**src/rtl/mem_port_arbiter.sv**
```systemverilog
// ---------------------------------------------------------------------------
// mem_port_arbiter
//
// Purpose:
//   Shares one main-memory port between the I-cache refill path (read only)
//   and the D-cache refill/evict path (read or write). One request is latched
//   at a time. The memory strobes stay high until mem_rdy arrives. Read data
//   comes back with a one-cycle ack. A cycle counter puts a timeout on every
//   access.
//
// Ports:
//   clk, rst          clock (rising edge) and asynchronous active-high reset
//   i_req / i_addr    I-side read request and address
//   i_ack             one-cycle I-side completion pulse (rdata valid)
//   d_req / d_we      D-side request and op (1 = write/evict, 0 = read)
//   d_addr / d_wdata  D-side address and write data
//   d_ack             one-cycle D-side completion pulse (rdata valid)
//   rdata             registered read data, valid while an ack is high
//   mem_re / mem_we   memory read / write strobes
//   mem_addr          latched memory address
//   mem_wdata         latched memory write data
//   mem_rdata         memory read data, valid with mem_rdy
//   mem_rdy           memory completion, only looked at while BUSY
//   di_active         owner of the current or last transaction (0 = I, 1 = D)
//   busy              high in BUSY and RESP
//   err               sticky timeout flag, cleared only by rst
//   dbg_state_o       current FSM state (IDLE = 0, BUSY = 1, RESP = 2)
//
// Handshake (both requester sides):
//   A requester raises req with its address/data stable and holds it until
//   the matching ack pulse. The ack is high for exactly one cycle. The
//   requester lowers req on the clock edge that samples the ack. The arbiter
//   is back in IDLE only after that edge, so a held req is never granted
//   twice. Dropping req before the ack does not abort the access: it still
//   completes and is still acked. Toward memory, the strobe plays the role of
//   "valid" and mem_rdy the role of "ready": the strobe, address and data do
//   not change while the strobe is high, and the access ends on the first
//   cycle where mem_rdy is sampled high.
// ---------------------------------------------------------------------------
module mem_port_arbiter #(
  parameter int ADDR_W  = 14,
  parameter int DATA_W  = 32,
  parameter int TIMEOUT = 255
) (
  input  logic              clk,
  input  logic              rst,
  input  logic              i_req,
  input  logic [ADDR_W-1:0] i_addr,
  output logic              i_ack,
  input  logic              d_req,
  input  logic              d_we,
  input  logic [ADDR_W-1:0] d_addr,
  input  logic [DATA_W-1:0] d_wdata,
  output logic              d_ack,
  output logic [DATA_W-1:0] rdata,
  output logic              mem_re,
  output logic              mem_we,
  output logic [ADDR_W-1:0] mem_addr,
  output logic [DATA_W-1:0] mem_wdata,
  input  logic [DATA_W-1:0] mem_rdata,
  input  logic              mem_rdy,
  output logic              di_active,
  output logic              busy,
  output logic              err,
  output logic [1:0]        dbg_state_o
);

  typedef enum logic [1:0] {
    ST_IDLE = 2'd0,
    ST_BUSY = 2'd1,
    ST_RESP = 2'd2
  } state_e;

  // The counter holds the BUSY cycles already spent. On the cycle where it
  // reaches TIMEOUT-1, the strobe has been high for TIMEOUT cycles.
  localparam logic [7:0] CNT_LAST = 8'(TIMEOUT - 1);

  state_e state_q, state_d;

  logic              mem_re_q,    mem_re_d;
  logic              mem_we_q,    mem_we_d;
  logic [ADDR_W-1:0] mem_addr_q,  mem_addr_d;
  logic [DATA_W-1:0] mem_wdata_q, mem_wdata_d;
  logic [DATA_W-1:0] rdata_q,     rdata_d;
  logic              i_ack_q,     i_ack_d;
  logic              d_ack_q,     d_ack_d;
  logic              busy_q,      busy_d;
  logic              err_q,       err_d;
  logic              di_q,        di_d;
  logic              last_d_q,    last_d_d;   // last grant went to D
  logic              we_q,        we_d;       // latched op of the current access
  logic [7:0]        cnt_q,       cnt_d;

  logic grant_i;
  logic grant_d;
  logic rdy_hit;
  logic tmo_hit;

  // -------------------------------------------------------------------------
  // Arbitration. A lone requester always wins. On a tie, the side that did
  // not get the last grant wins.
  // -------------------------------------------------------------------------
  always_comb begin
    grant_d = d_req && (!i_req || !last_d_q);
    grant_i = i_req && !grant_d;
  end

  // mem_rdy beats the timeout when both happen on the same cycle.
  always_comb begin
    rdy_hit = (state_q == ST_BUSY) && mem_rdy;
    tmo_hit = (state_q == ST_BUSY) && !mem_rdy && (cnt_q == CNT_LAST);
  end

  // -------------------------------------------------------------------------
  // FSM: state register
  // -------------------------------------------------------------------------
  always_ff @(posedge clk or posedge rst) begin
    if (rst) begin
      state_q <= ST_IDLE;
    end else begin
      state_q <= state_d;
    end
  end

  // -------------------------------------------------------------------------
  // FSM: next-state logic
  // -------------------------------------------------------------------------
  always_comb begin
    state_d = state_q;
    case (state_q)
      ST_IDLE: begin
        if (grant_i || grant_d) begin
          state_d = ST_BUSY;
        end
      end
      ST_BUSY: begin
        if (rdy_hit || tmo_hit) begin
          state_d = ST_RESP;
        end
      end
      ST_RESP: begin
        state_d = ST_IDLE;
      end
      default: begin
        state_d = ST_IDLE;
      end
    endcase
  end

  // -------------------------------------------------------------------------
  // FSM: output logic. Every output is registered, so this block computes
  // the next value of each output register.
  // -------------------------------------------------------------------------
  always_comb begin
    mem_re_d    = mem_re_q;
    mem_we_d    = mem_we_q;
    mem_addr_d  = mem_addr_q;
    mem_wdata_d = mem_wdata_q;
    rdata_d     = rdata_q;
    i_ack_d     = 1'b0;
    d_ack_d     = 1'b0;
    busy_d      = busy_q;
    err_d       = err_q;
    di_d        = di_q;
    last_d_d    = last_d_q;
    we_d        = we_q;
    cnt_d       = cnt_q;

    case (state_q)
      ST_IDLE: begin
        if (grant_i || grant_d) begin
          di_d       = grant_d;
          last_d_d   = grant_d;
          // The I side is read-only, so only a D grant can make a write.
          we_d       = grant_d && d_we;
          mem_re_d   = !(grant_d && d_we);
          mem_we_d   = grant_d && d_we;
          mem_addr_d = grant_d ? d_addr : i_addr;
          if (grant_d) begin
            mem_wdata_d = d_wdata;
          end
          busy_d = 1'b1;
          cnt_d  = 8'd0;
        end
      end

      ST_BUSY: begin
        // Cannot wrap: BUSY is left no later than when cnt_q == TIMEOUT-1.
        cnt_d = cnt_q + 8'd1;
        if (rdy_hit) begin
          if (!we_q) begin
            rdata_d = mem_rdata;
          end
          mem_re_d = 1'b0;
          mem_we_d = 1'b0;
          i_ack_d  = !di_q;
          d_ack_d  = di_q;
        end else if (tmo_hit) begin
          mem_re_d = 1'b0;
          mem_we_d = 1'b0;
          err_d    = 1'b1;
          rdata_d  = '0;
          i_ack_d  = !di_q;
          d_ack_d  = di_q;
        end
      end

      ST_RESP: begin
        busy_d = 1'b0;
      end

      default: begin
        busy_d = 1'b0;
      end
    endcase
  end

  // -------------------------------------------------------------------------
  // Output / datapath registers
  // -------------------------------------------------------------------------
  always_ff @(posedge clk or posedge rst) begin
    if (rst) begin
      mem_re_q    <= 1'b0;
      mem_we_q    <= 1'b0;
      mem_addr_q  <= '0;
      mem_wdata_q <= '0;
      rdata_q     <= '0;
      i_ack_q     <= 1'b0;
      d_ack_q     <= 1'b0;
      busy_q      <= 1'b0;
      err_q       <= 1'b0;
      di_q        <= 1'b0;
      last_d_q    <= 1'b0;
      we_q        <= 1'b0;
      cnt_q       <= 8'd0;
    end else begin
      mem_re_q    <= mem_re_d;
      mem_we_q    <= mem_we_d;
      mem_addr_q  <= mem_addr_d;
      mem_wdata_q <= mem_wdata_d;
      rdata_q     <= rdata_d;
      i_ack_q     <= i_ack_d;
      d_ack_q     <= d_ack_d;
      busy_q      <= busy_d;
      err_q       <= err_d;
      di_q        <= di_d;
      last_d_q    <= last_d_d;
      we_q        <= we_d;
      cnt_q       <= cnt_d;
    end
  end

  assign mem_re      = mem_re_q;
  assign mem_we      = mem_we_q;
  assign mem_addr    = mem_addr_q;
  assign mem_wdata   = mem_wdata_q;
  assign rdata       = rdata_q;
  assign i_ack       = i_ack_q;
  assign d_ack       = d_ack_q;
  assign busy        = busy_q;
  assign err         = err_q;
  assign di_active   = di_q;
  assign dbg_state_o = state_q;

endmodule

```
**config.mk**
```make
export PLATFORM = sky130hd
export DESIGN_NAME = mem_port_arbiter
export DESIGN_NICKNAME = d
export VERILOG_FILES = /design/src/rtl/mem_port_arbiter.sv
export SDC_FILE = /design/constraint.sdc
export NUM_CORES = 1
export LEC_CHECK = 0
export CAP_MARGIN = 30
export CELL_PAD_IN_SITES_DETAIL_PLACEMENT = 1
export CELL_PAD_IN_SITES_GLOBAL_PLACEMENT = 1
export CORE_UTILIZATION = 28
export CTS_CLUSTER_SIZE = 12
export DETAILED_ROUTE_END_ITERATION = 8
export GPL_TIMING_DRIVEN = 0
export PLACE_DENSITY_LB_ADDON = 0.1
export SYNTH_ARGS = -nofsm -noshare
export SYNTH_HDL_FRONTEND = slang
export SYNTH_SLANG_ARGS = --single-unit
```
**constraint.sdc**
```tcl
create_clock -name clk -period 2.6 [get_ports clk]
set_input_delay 0.26 -clock clk [delete_from_list [all_inputs] [get_ports clk]]
set_output_delay 0.26 -clock clk [all_outputs]
set_load 0.02 [all_outputs]
```
==> out/metrics.yaml, run 1 <==
routing:
  drt_iter0_drc: 132
  final_antenna_net_count: 0
  vias: 3251
  viasPerCell: 4.47
  wl_per_cell_um: 15.7
  drt-pass1-iter-count: 4
  remaining_drc_errors: 0
  drt-total-wl_um: 11400
synthesis:
  synth_top_family_by_area: "multiplexers"
  synthesis.nets: 446
  muxShareOfSynthArea: 0.134
  synth_xor_area_frac: 0.00443
  yosys_warnings: 0
  yosys.cell_types.count: 38
  synth-seq-cells: 96
  syn_avg_cell_area_um2: 11.4
  ys_seq_area_frac: 0.608
  netlist_area_um2: 3950
  synth-edff-count: 0
  async_flop_share: 1.00
  synthAdderAreaFrac: 0.00633
  synth_compound_area_frac: 0.0915
  yosys.area_share.simple: 0.123
  netlist_instances: 346
  synthFlopType: "dfrtp_1"
placed_design:
  hpwl_um: 8610
  placed_area_um2: 6060
  place.gp.congestion: 0.740
  dp_cells: 712
  post-place-ws_ps: 396
  io_buffers: 184
finish:
  fillers: 1501
  diodes: 0
  final_cell_mix: "clkdlybuf4s50_1, dfrtp_1, nand2_1"
  drive_above_1_share: 0.122
  final_area_um2: 6410
  finalNonFillerCells: 728
  final_nets: 643
  area_growth_pct: 62.1
  final_common_cell: "clkdlybuf4s50_1"
critical_path:
  slowest_stage: "nor4_4"
  path_max_fanout: 10
  required_ps: 2810
  critical-path-top-delay-family: "simple AND/OR/NAND/NOR gates"
  path_buf_inv: 2
  start_kind: "flip-flop"
  slowest_delay_ps: 550
  end_kind: "flip-flop"
  cp_data_arrival_time_ps: 2140
  worstPathCellList: "nand2b_1 > buf_6 > nor4_4 > clkbuf_2 > o21ai_0"
  critical_path_class: "flip-flop to flip-flop"
sta:
  grt_setup_unrepaired: "false"
  tns_ps: 0
  whs_ps: 347
  fin_crit_sh: 0.741
  clock_skew_ps: 5.11
  period_needed_ps: 1930
  setup_ws_ps: 674
  setup_viol: 0
  worst_slew_pin_slew_ps: 666
  slew_violations: 0
  slew_headroom: 0.553
  fmax_mhz: 519
  hold_viol_final: 0
clocking:
  cts.clk_slew.worst_paths_ps: 70
  cts.sinks: 96
  cts-hold-fix-buffers: 0
  clk_latency_ps: 340
  root_buffer: "clkbuf_16"
  clock_path_buffers: 2
  cts_resized: 0
  cts_tree: "built"
  cts_made_buffers: 9
  htreeDepth: 3
  post-cts-setup-buffers: 0
grt:
  grt_max_degree: 39
  antenna_found_initial: 0
  groute.usage.overall: 0.165
  first_global_vias: 3441
  overflow: 0
  grt_pass1_wl_um: 18300
die:
  start_util: 0.286
  io_pins: 185
  die_y_um: 121
  fp.dieW_um: 121
  rows: 43
  die_area_um2: 14600
  core-area_um2: 13800
run:
  maxCapViolations: 0
power_and_ir_drop:
  ir_worst_vdd_v: 0.000343
  leakagePower_nw: 2.73
  pwr_density_cell_nw_per_um2: 1200
min_path:
  min_path_type: "input pin to asynchronous set/reset pin"
run_status:
  status: "completed"
==> Yosys cell counts (4+ instances only) <==
cell | count | area share
buf_6 | 4 | 0.011
nor2_1 | 5 | 0.0047
mux2i_1 | 17 | 0.043
o21ai_0 | 49 | 0.062
nand2_1 | 86 | 0.082
clkbuf_1 | 7 | 0.0066
inv_1 | 4 | 0.0038
dfrtp_1 | 96 | 0.61
mux2_2 | 28 | 0.080
mux2_1 | 4 | 0.011
==> state kept, by name (all words and copies together), names as in the netlist <==
register     flops
rdata           32
mem_addr        14
we_q             1
err              1
mem_we           1
i_ack            1
mem_re           1
last_d_q         1
d_ack            1
cnt_q            8
busy             1
mem_wdata       32
dbg_state_o      2
==> metal layers <==
metal	global-route usage	routed length, µm	share of wire
met1	0.203	4900	0.43
met2	0.274	5650	0.49
met3	0.0561	740	0.065
met4	0.0471	143	0.013
met5	0	0	0
==> where the power goes <==
group          internal (mW)  switching, mW  total, mW
combinational           1.79           1.81       3.60
sequential              2.17          0.397       2.57
clock                  0.942          0.582       1.52
total                   4.90           2.79       7.69
==> worst paths after layout <==
check,startpoint,endpoint,slack (ps),depth (start not counted)
hold / removal,rst,mem_wdata[5]$_DFFE_PP0P_,350,2
hold reg to reg,err$_DFFE_PP0P_,err$_DFFE_PP0P_,460,1
setup / recovery,dbg_state_o[1]$_DFFE_PP0P_,rdata[6]$_DFFE_PP0P_,670,5
min in group clk,err$_DFFE_PP0P_,err$_DFFE_PP0P_,460,1
max in group asynchronous,rst,rdata[7]$_DFFE_PP0P_,1650,3
setup reg to reg,dbg_state_o[1]$_DFFE_PP0P_,rdata[6]$_DFFE_PP0P_,670,5
==> metrics by stage <==
step,power [mW],utilization
2_1_floorplan,4.39,-
6_report,7.69,0.463
3_5_place_dp,6.26,0.439
4_1_cts,7.84,0.463
3_3_place_gp,6.15,0.436
5_1_grt,8.18,0.463
==> area by class of cell <==
cell class                 count  area [µm²]  area share
buffer                        19         116      0.0182
clock buffer                   9         225      0.0351
clock inverter                 7         119      0.0186
inverter                       4        18.8     0.00293
multi-input combinational    227        1420       0.221
sequential                    96        2400       0.375
tap                          180         225      0.0351
timing repair buffer         186        1880       0.294
==> logic make-up after synthesis <==
family,count (synthesis)
compound gates,63
xor+xnor,2
fa+ha+maj,2
buf+inv,23
flops,96
mux,49
simple gates,111
(Power assumes the default switching activity.)
==> run 2, diff against run 1 <==
==> constraint.sdc (replaced) <==
create_clock -name clk -period 1.7 [get_ports clk]
set_input_delay 0.17 -clock clk [delete_from_list [all_inputs] [get_ports clk]]
set_output_delay 0.17 -clock clk [all_outputs]
set_load 0.02 [all_outputs]
==> run 2 against run 1 <==
Against the previous run: critical endpoint is now mem_we$_DFFE_PP0P_; sequential power is 53% higher; first-iteration DRC count fell by 3.8%; critical path type unchanged; count of clock-buffer cells in the layout stayed put; fmax increased by 16%; largest power group unchanged; clock skew about the same; core utilization is 0.72 points higher; highest routed layer unchanged.
==> out/metrics.yaml, run 2 (synthesis gave the netlist of run 1 again) <==
routing:
  wl_per_cell_um: 15.7
  vias: 3268
  drt-total-wl_um: 11500
  remaining_drc_errors: 0
  drt_iter0_drc: 127
  final_antenna_net_count: 0
  drt-pass1-iter-count: 4
  viasPerCell: 4.46
placed_design:
  placed_area_um2: 6060
  post-place-ws_ps: -414
  dp_cells: 712
  hpwl_um: 8610
  place.gp.congestion: 0.740
  io_buffers: 184
clocking:
  cts_tree: "built"
  root_buffer: "clkbuf_16"
  cts.clk_slew.worst_paths_ps: 70
  cts-hold-fix-buffers: 0
  cts.sinks: 96
  htreeDepth: 3
  clock_path_buffers: 2
  clk_latency_ps: 340
  cts_made_buffers: 9
grt:
  groute.usage.overall: 0.165
  overflow: 0
  grt_pass1_wl_um: 18300
  grt_max_degree: 39
  antenna_found_initial: 0
  first_global_vias: 3453
run_status:
  status: "completed"
sta:
  clock_skew_ps: 5.37
  slew_headroom: 0.571
  whs_ps: 258
  setup_viol: 0
  slew_violations: 0
  fmax_mhz: 602
  grt_setup_unrepaired: "true"
  tns_ps: 0
  hold_viol_final: 0
  fin_crit_sh: 0.976
  setup_ws_ps: 40.2
  period_needed_ps: 1660
  worst_slew_pin_slew_ps: 643
finish:
  drive_above_1_share: 0.152
  final_nets: 648
  final_cell_mix: "clkdlybuf4s50_1, dfrtp_1, nand2_1"
  finalNonFillerCells: 733
  post-route-util: 0.471
  area_growth_pct: 64.6
  fillers: 1499
  ff_latch_area_um2: 2410
  final_area_um2: 6510
  diodes: 0
  final_common_cell: "clkdlybuf4s50_1"
  multi_input_area_um2: 1430
die:
  rows: 43
  io_pins: 185
  die_y_um: 121
  core-area_um2: 13800
  fp.dieW_um: 121
  die_area_um2: 14600
  start_util: 0.286
critical_path:
  worstPathCellList: "nand2b_1 > buf_6 > nor4_4 > buf_4 > a21oi_2 > a32o_1"
  slowest_stage: "dfrtp_2"
  ff2ff_setup_slack_ps: 40
  start_kind: "flip-flop"
  end_kind: "flip-flop"
  reg2reg_depth: 6
  required_ps: 1930
  slowest_delay_ps: 450
  path_max_fanout: 8
  critical_path_class: "flip-flop to flip-flop"
  cp_data_arrival_time_ps: 1890
power_and_ir_drop:
  ir_worst_vdd_v: 0.000524
  p_int_mw: 7.53
  power_switching_share: 0.363
  power_frac_clock: 0.197
  pwr_density_cell_nw_per_um2: 1820
  power_mw: 11.8
  leakagePower_nw: 2.81
  power_switching_mw: 4.29
  seqPwrFrac: 0.333
  p_comb_frac: 0.470
run:
  maxCapViolations: 0
min_path:
  min_path_type: "input pin to asynchronous set/reset pin"
==> run 2: layout make-up <==
cell class              count  area share
clock inverters             7      0.0183
flip-flops and latches     96       0.370
well taps                 180      0.0346
inverters                   4     0.00288
plain buffers              18      0.0235
multi-input cells         227       0.219
repair buffers            192       0.297
clock buffers               9      0.0346
==> run 2: routing by layer <==
layer / part of all wire / global-route usage / vias to the layer above
li1: - / - / 1568
met1: 0.43 / 0.204 / 1599
met2: 0.49 / 0.273 / 91
met3: 0.063 / 0.0561 / 10
met4: 0.012 / 0.0471 / 0
met5: 0 / 0 / -
==> run 2: final timing paths <==
kind,endpoint,from
min in group clk,rdata[28]$_DFFE_PP0P_,mem_rdata[28]
worst max register to register,mem_we$_DFFE_PP0P_,dbg_state_o[1]$_DFFE_PP0P_
worst max-delay path,mem_we$_DFFE_PP0P_,dbg_state_o[1]$_DFFE_PP0P_
worst min register to register,err$_DFFE_PP0P_,err$_DFFE_PP0P_
max in group asynchronous,cnt_q[0]$_DFFE_PP0P_,rst
worst min-delay path,mem_wdata[5]$_DFFE_PP0P_,rst
==> run 2: power groups by stage <==
| stage | logic [mW] | registers [mW] | clock network, mW |
|---|---|---|---|
| after detailed placement | 5.60 | 3.98 | 0 |
| after global placement | 5.49 | 3.92 | 0 |
| after floorplan | 1.60 | 5.12 | 0 |
| final | 5.55 | 3.94 | 2.33 |
| after global routing | 5.99 | 4.08 | 2.49 |
| after CTS | 5.64 | 3.96 | 2.41 |
==> run 2: worst max-delay path: cells and delay by family, from the launching register on <==
family,cells,cell delay (ps)
compound gates,2,320
buf+inv,2,310
flops,1,450
simple gates,2,470
==> run 2: what timing repair did <==
item | CTS | global route
pin swaps | 2 | 1
gates resized for setup | 13 | 15
buffers inserted | 3 | 3
endpoints found under the setup margin | 76 | 77
